==> config.mk <==
export PLATFORM = sky130hd
export DESIGN_NAME = alu_arbiter
export DESIGN_NICKNAME = d
export VERILOG_FILES = /design/src/rtl/alu_pkg.sv /design/src/rtl/alu.sv /design/src/rtl/alu_arbiter.sv
export SDC_FILE = /design/constraint.sdc
export NUM_CORES = 1
export LEC_CHECK = 0
export CAP_MARGIN = 20
export CELL_PAD_IN_SITES_DETAIL_PLACEMENT = 1
export CELL_PAD_IN_SITES_GLOBAL_PLACEMENT = 2
export CORE_ASPECT_RATIO = 0.9
export CORE_MARGIN = 8
export CORE_UTILIZATION = 39
export CTS_CLUSTER_DIAMETER = 150
export CTS_CLUSTER_SIZE = 20
export DETAILED_ROUTE_END_ITERATION = 10
export DONT_BUFFER_PORTS = 1
export PLACE_DENSITY_LB_ADDON = 0.1
export REMOVE_ABC_BUFFERS = 1
export SLEW_MARGIN = 20
export SYNTH_ARGS = -nofsm -noshare
export SYNTH_HDL_FRONTEND = slang
export SYNTH_SLANG_ARGS = --single-unit
export TNS_END_PERCENT = 50
==> constraint.sdc <==
create_clock -name clk -period 3.1 [get_ports clk]
set_clock_uncertainty 0.1 [all_clocks]
set_input_delay 0.465 -clock clk [delete_from_list [all_inputs] [get_ports clk]]
set_output_delay 0.465 -clock clk [all_outputs]
set_load 0.03 [all_outputs]
==> src/rtl/alu_pkg.sv <==
// alu_pkg: op-code constants, arbiter FSM encoding and counter limit shared by alu and alu_arbiter
package alu_pkg;
   localparam logic [1:0] ALU_ADD = 2'b00;
   localparam logic [1:0] ALU_SUB = 2'b01;
   localparam logic [1:0] ALU_MUL = 2'b10;
   localparam logic [1:0] ALU_AND = 2'b11;
   localparam logic [7:0] OP_COUNT_MAX = 8'd255;
   typedef enum logic [1:0] {IDLE = 2'b00, EXEC = 2'b01, DONE = 2'b10} state_t;
endpackage

==> src/rtl/alu.sv <==
// alu: 2-bit operand combinational ALU producing a 4-bit result
module alu
   import alu_pkg::*;
(
   input  logic [1:0] a,
   input  logic [1:0] b,
   input  logic [1:0] sel,
   output logic [3:0] y
);
   logic [3:0] ax, bx;
   always_comb begin
      ax = {2'b00, a};
      bx = {2'b00, b};
      y  = (sel == ALU_ADD) ? ax + bx :
           (sel == ALU_SUB) ? ax - bx :
           (sel == ALU_MUL) ? ax * bx : ax & bx;
   end
endmodule

==> src/rtl/alu_arbiter.sv <==
// alu_arbiter: round-robin sharing of one alu between two requesters,
// one operation in flight, result held until the consumer accepts it
module alu_arbiter
   import alu_pkg::*;
(
   input  logic       clk,
   input  logic       reset,
   input  logic       req0_valid,
   input  logic       req1_valid,
   output logic       req0_ready,
   output logic       req1_ready,
   input  logic [1:0] req0_a,
   input  logic [1:0] req0_b,
   input  logic [1:0] req0_sel,
   input  logic [1:0] req1_a,
   input  logic [1:0] req1_b,
   input  logic [1:0] req1_sel,
   output logic       res_valid,
   input  logic       res_ready,
   output logic [3:0] res_y,
   output logic       res_id,
   output logic [7:0] op_count
);
   state_t     state, state_nx;
   logic       ptr, id_q, grant0, grant1, issue;
   logic [1:0] a_q, b_q, sel_q;
   logic [3:0] y;

   alu u_alu (.a(a_q), .b(b_q), .sel(sel_q), .y(y));

   // a lone valid requester wins; on contention the pointer decides
   always_comb begin
      grant0     = req0_valid & (~req1_valid | ~ptr);
      grant1     = req1_valid & (~req0_valid | ptr);
      req0_ready = (state == IDLE) & ~reset & grant0;
      req1_ready = (state == IDLE) & ~reset & grant1;
      issue      = req0_ready | req1_ready;
      state_nx   = (state == IDLE) ? (issue ? EXEC : IDLE) :
                   (state == EXEC) ? DONE :
                   (res_valid & res_ready) ? IDLE : DONE;
   end

   always_ff @(posedge clk) begin
      if (reset) begin
         state     <= IDLE;
         ptr       <= 1'b0;
         a_q       <= '0;
         b_q       <= '0;
         sel_q     <= '0;
         id_q      <= 1'b0;
         res_valid <= 1'b0;
         res_y     <= '0;
         res_id    <= 1'b0;
         op_count  <= '0;
      end else begin
         state <= state_nx;
         if (issue) begin
            a_q   <= req1_ready ? req1_a : req0_a;
            b_q   <= req1_ready ? req1_b : req0_b;
            sel_q <= req1_ready ? req1_sel : req0_sel;
            id_q  <= req1_ready;
         end
         if (state == EXEC) begin
            res_y     <= y;
            res_id    <= id_q;
            res_valid <= 1'b1;
         end
         if (state == DONE && res_valid && res_ready) begin
            res_valid <= 1'b0;
            ptr       <= ~res_id;
            op_count  <= (op_count == OP_COUNT_MAX) ? op_count : op_count + 8'd1;
         end
      end
   end
endmodule

==> impl_metrics.csv <==
group,metric,value,unit
routing,drc_errors,0,
synthesis,synth_cell_types,36,
worst_setup_path,critPathSlowestCell,"or3_1",
routing,drtIter0Drc,44,
power_and_ir_drop,p_per_area,480.0,mW/mm²
placement,dp_hpwl,2632,µm
synthesis,synth_top_area_share,36.96,%
worst_setup_path,worstSetupStartpoint,"state[0]",
cells_and_area,drive_gt1_share,5.839,%
power_and_ir_drop,leakage,0.0005085,µW
clocking,htree_levels,1,
floorplanning,ios,33,
global_routing,grt_pass1_wl,5471,µm
synthesis,yosysTopAreaCell,"dfxtp_1",
cells_and_area,fillers,378,
timing,hold_viol,0,
global_routing,gr-total-overflow,0,
floorplanning,start_util,39.66,%
synthesis,synth-main-ff-cell,"dfxtp_1",
cells_and_area,seqCellArea,480.5,µm²
floorplanning,die_area,0.005439,mm²
clocking,clockBufferDepth,2,
clocking,path_clk_slew,0.08,ns
global_routing,antenna_found_initial,0,
synthesis,synth_area,0.001300,mm²
worst_setup_path,worstSetupPathType,"flip-flop to output port",
cells_and_area,fin_nets,163,
floorplanning,fp.dieH,70.77,µm
timing,setup_viol,0,
power_and_ir_drop,seq_power_share,55.4,%
worst_setup_path,r2r_slack,1.05,ns
power_and_ir_drop,p_int,472.6,µW
power_and_ir_drop,p_clk_share,32.4,%
worst_setup_path,cpPeakStageDelay,0.58,ns
clocking,cts.sinks,24,
routing,via_per_inst,6.044,
timing,fmax,385.3,MHz
power_and_ir_drop,p_comb_share,12.2,%
synthesis,ys_top_cells_by_area,"dfxtp_1 37%, ha_1 5.8%, o41ai_1 4.0%, a31oi_1 3.8%, o21ai_0 3.8%",
power_and_ir_drop,p_total,652.9,µW
clocking,cts_buffers,3,
timing,slew_headroom,53.00,%
power_and_ir_drop,switching_share,27.61,%
synthesis,postSynthCellCount,142,
synthesis,syn-mean-instance-area,9.155,µm²
placement,port_buffers,0,
routing,wirelength,3369,µm
routing,antenna_left,0,
worst_setup_path,worst_r2r_path_depth,6,
clocking,holdBufCountCts,0,
timing,rsz0062_at_grt,"false",
flow_run,drv_cap,0,
worst_setup_path,cp-end-kind,"output port",
clocking,clkLatencyLatePin,0.27,ns
worst_setup_path,cp.required,2.53,ns
global_routing,grt_max_degree,18,
routing,dr_total_vias,1094,
floorplanning,core,0.003278,mm²
floorplanning,row_count,20,
timing,slew_violations,0,
placement,routabilityCongestion,0.7970,
synthesis,async_flop_share,0,%
worst_setup_path,reg2reg_to,"res_y[1]",
timing,worst_pin_slew,0.7036,ns
worst_setup_path,cp_max_fo,15,
clocking,cts_tree,"built",
timing,setup_tns,0,ns
cells_and_area,syn_to_final_growth,4.619,%
min_path,hold_class,"input port to flip-flop",
routing,drtPass1Iterations,4,
outcome,status,"finished clean",
cells_and_area,multi_input_area,747.0,µm²
worst_setup_path,path_cells,"or3_1 -> or3_1 -> inv_1",
synthesis,ys_ff_latch,24,
synthesis,synth-edff-count,0,
power_and_ir_drop,p_switching,180.2,µW
worst_setup_path,r2r-start,"a_q[0]",
routing,wl_per_cell,18.61,µm
timing,finalCriticalPeriod,2.595,ns
global_routing,track_usage,12.25,%
clocking,cts_root_buf,"clkbuf_8",
global_routing,first_global_vias,1103,
synthesis,synth-seq-area-share,36.96,%
worst_setup_path,startpoint_type,"flip-flop",
floorplanning,die_x,76.86,µm
clocking,cts_setup_buffers,0,
timing,period_share,83.71,%
cells_and_area,diodes,0,
worst_setup_path,critPathArrivalTime,2.03,ns
power_and_ir_drop,peakVddDrop,287.2,µV
worst_setup_path,crit_path_frequent_cell,"or3_1",
synthesis,yosysWarnings,0,
clocking,cts.repair.resized,0,
worst_setup_path,critPathCapture,"req1_ready",
[routing by layer]
layer  global-route usage [%]  part of all wire [%]  wire length [µm]
met2                    19.13                    45              1520
met3                    6.835                    10               346
met1                    14.33                    44              1483
met4                    2.559                  0.56                19
met5                        0                     0                 0
[worst max-delay path: cells and delay by family, from the launching register on]
family	cells	cell delay, ns
buffers and inverters	1	0.27
DFF	1	0.35
and+or+nand+nor	2	1.14
[area by class of cell]
| type | instances | area share (%) |
|---|---|---|
| clock buffers | 4 | 4.048 |
| inverters | 6 | 1.656 |
| multi-input cells | 103 | 54.92 |
| flip-flops and latches | 24 | 35.33 |
| well taps | 44 | 4.048 |
[worst min path at each step]
stage               cells past startpoint  start  slack (ns)     endpoint
floorplan                               2   id_q        0.34         id_q
global route                            1  reset        0.15  op_count[7]
CTS                                     1  reset        0.15  op_count[7]
detailed placement                      2   id_q        0.39         id_q
global placement                        2   id_q        0.38         id_q
finish                                  1  reset        0.16  op_count[7]
[stage by stage]
stage	util, %	cell area [µm²]	setup slack [ns]	hold slack [ns]	std cells
3_5_place_dp	39.81	1305	0.7507	0.3902	177
2_1_floorplan	-	1250	0.8881	0.3356	133
4_1_cts	41.49	1360	0.5125	0.1535	181
6_report	41.49	1360	0.5049	0.1611	181
5_1_grt	41.49	1360	0.4128	0.1463	181
3_3_place_gp	39.81	1305	0.7610	0.3756	177
[synthesized netlist by cell type (2+ instances only)]
cell type,n
nand3_1,8
dfxtp_1,24
inv_1,6
mux2i_1,3
a21boi_0,2
fa_1,2
nor2_1,9
and3_1,5
nand2_1,4
a41oi_1,3
and2_1,3
o21ai_0,10
a21oi_1,4
a311oi_1,4
ha_1,6
nand3b_1,2
o41ai_1,6
buf_6,2
nor2b_1,4
a31oi_1,8
or3_1,2
a211oi_1,6
clkbuf_1,6
[logic make-up after synthesis]
group,count (synthesis),share of synthesized area [%]
fa+ha+maj,8,8.855
flops,24,36.96
mux,5,4.908
simple gates,43,18.29
compound gates,47,25.41
buf+inv,15,5.582
[power by group through the flow]
stage | logic (µW) | registers [µW] | clock network, µW
5_1_grt | 89.9 | 366 | 232
3_5_place_dp | 80.8 | 370 | 0
4_1_cts | 81.1 | 363 | 221
6_report | 79.9 | 362 | 211
2_1_floorplan | 63.7 | 363 | 0
3_3_place_gp | 78.1 | 368 | 0
[cells in the final DEF (no fill, tap or decap), types with 2 or more instances in the layout]
master / n
dfxtp_1: 24
ha_1: 6
nand3_1: 8
mux2i_1: 3
clkbuf_8: 4
a41oi_1: 3
a21oi_1: 4
and3_1: 5
nor2_1: 9
a311oi_1: 4
a31oi_1: 8
o41ai_1: 6
nor2b_1: 4
nand3b_1: 2
a211oi_1: 6
and2_1: 3
inv_1: 6
o21ai_0: 10
or3_1: 2
fa_1: 2
nand2_1: 4
a21boi_0: 2
[sequential cells by signal, indices dropped and copies added (netlist names)]
name	count
res_valid	1
res_y	4
op_count	8
state	2
b_q	2
res_id	1
a_q	2
sel_q	2
ptr	1
id_q	1
Note: power is estimated with default switching activity, not from simulation.
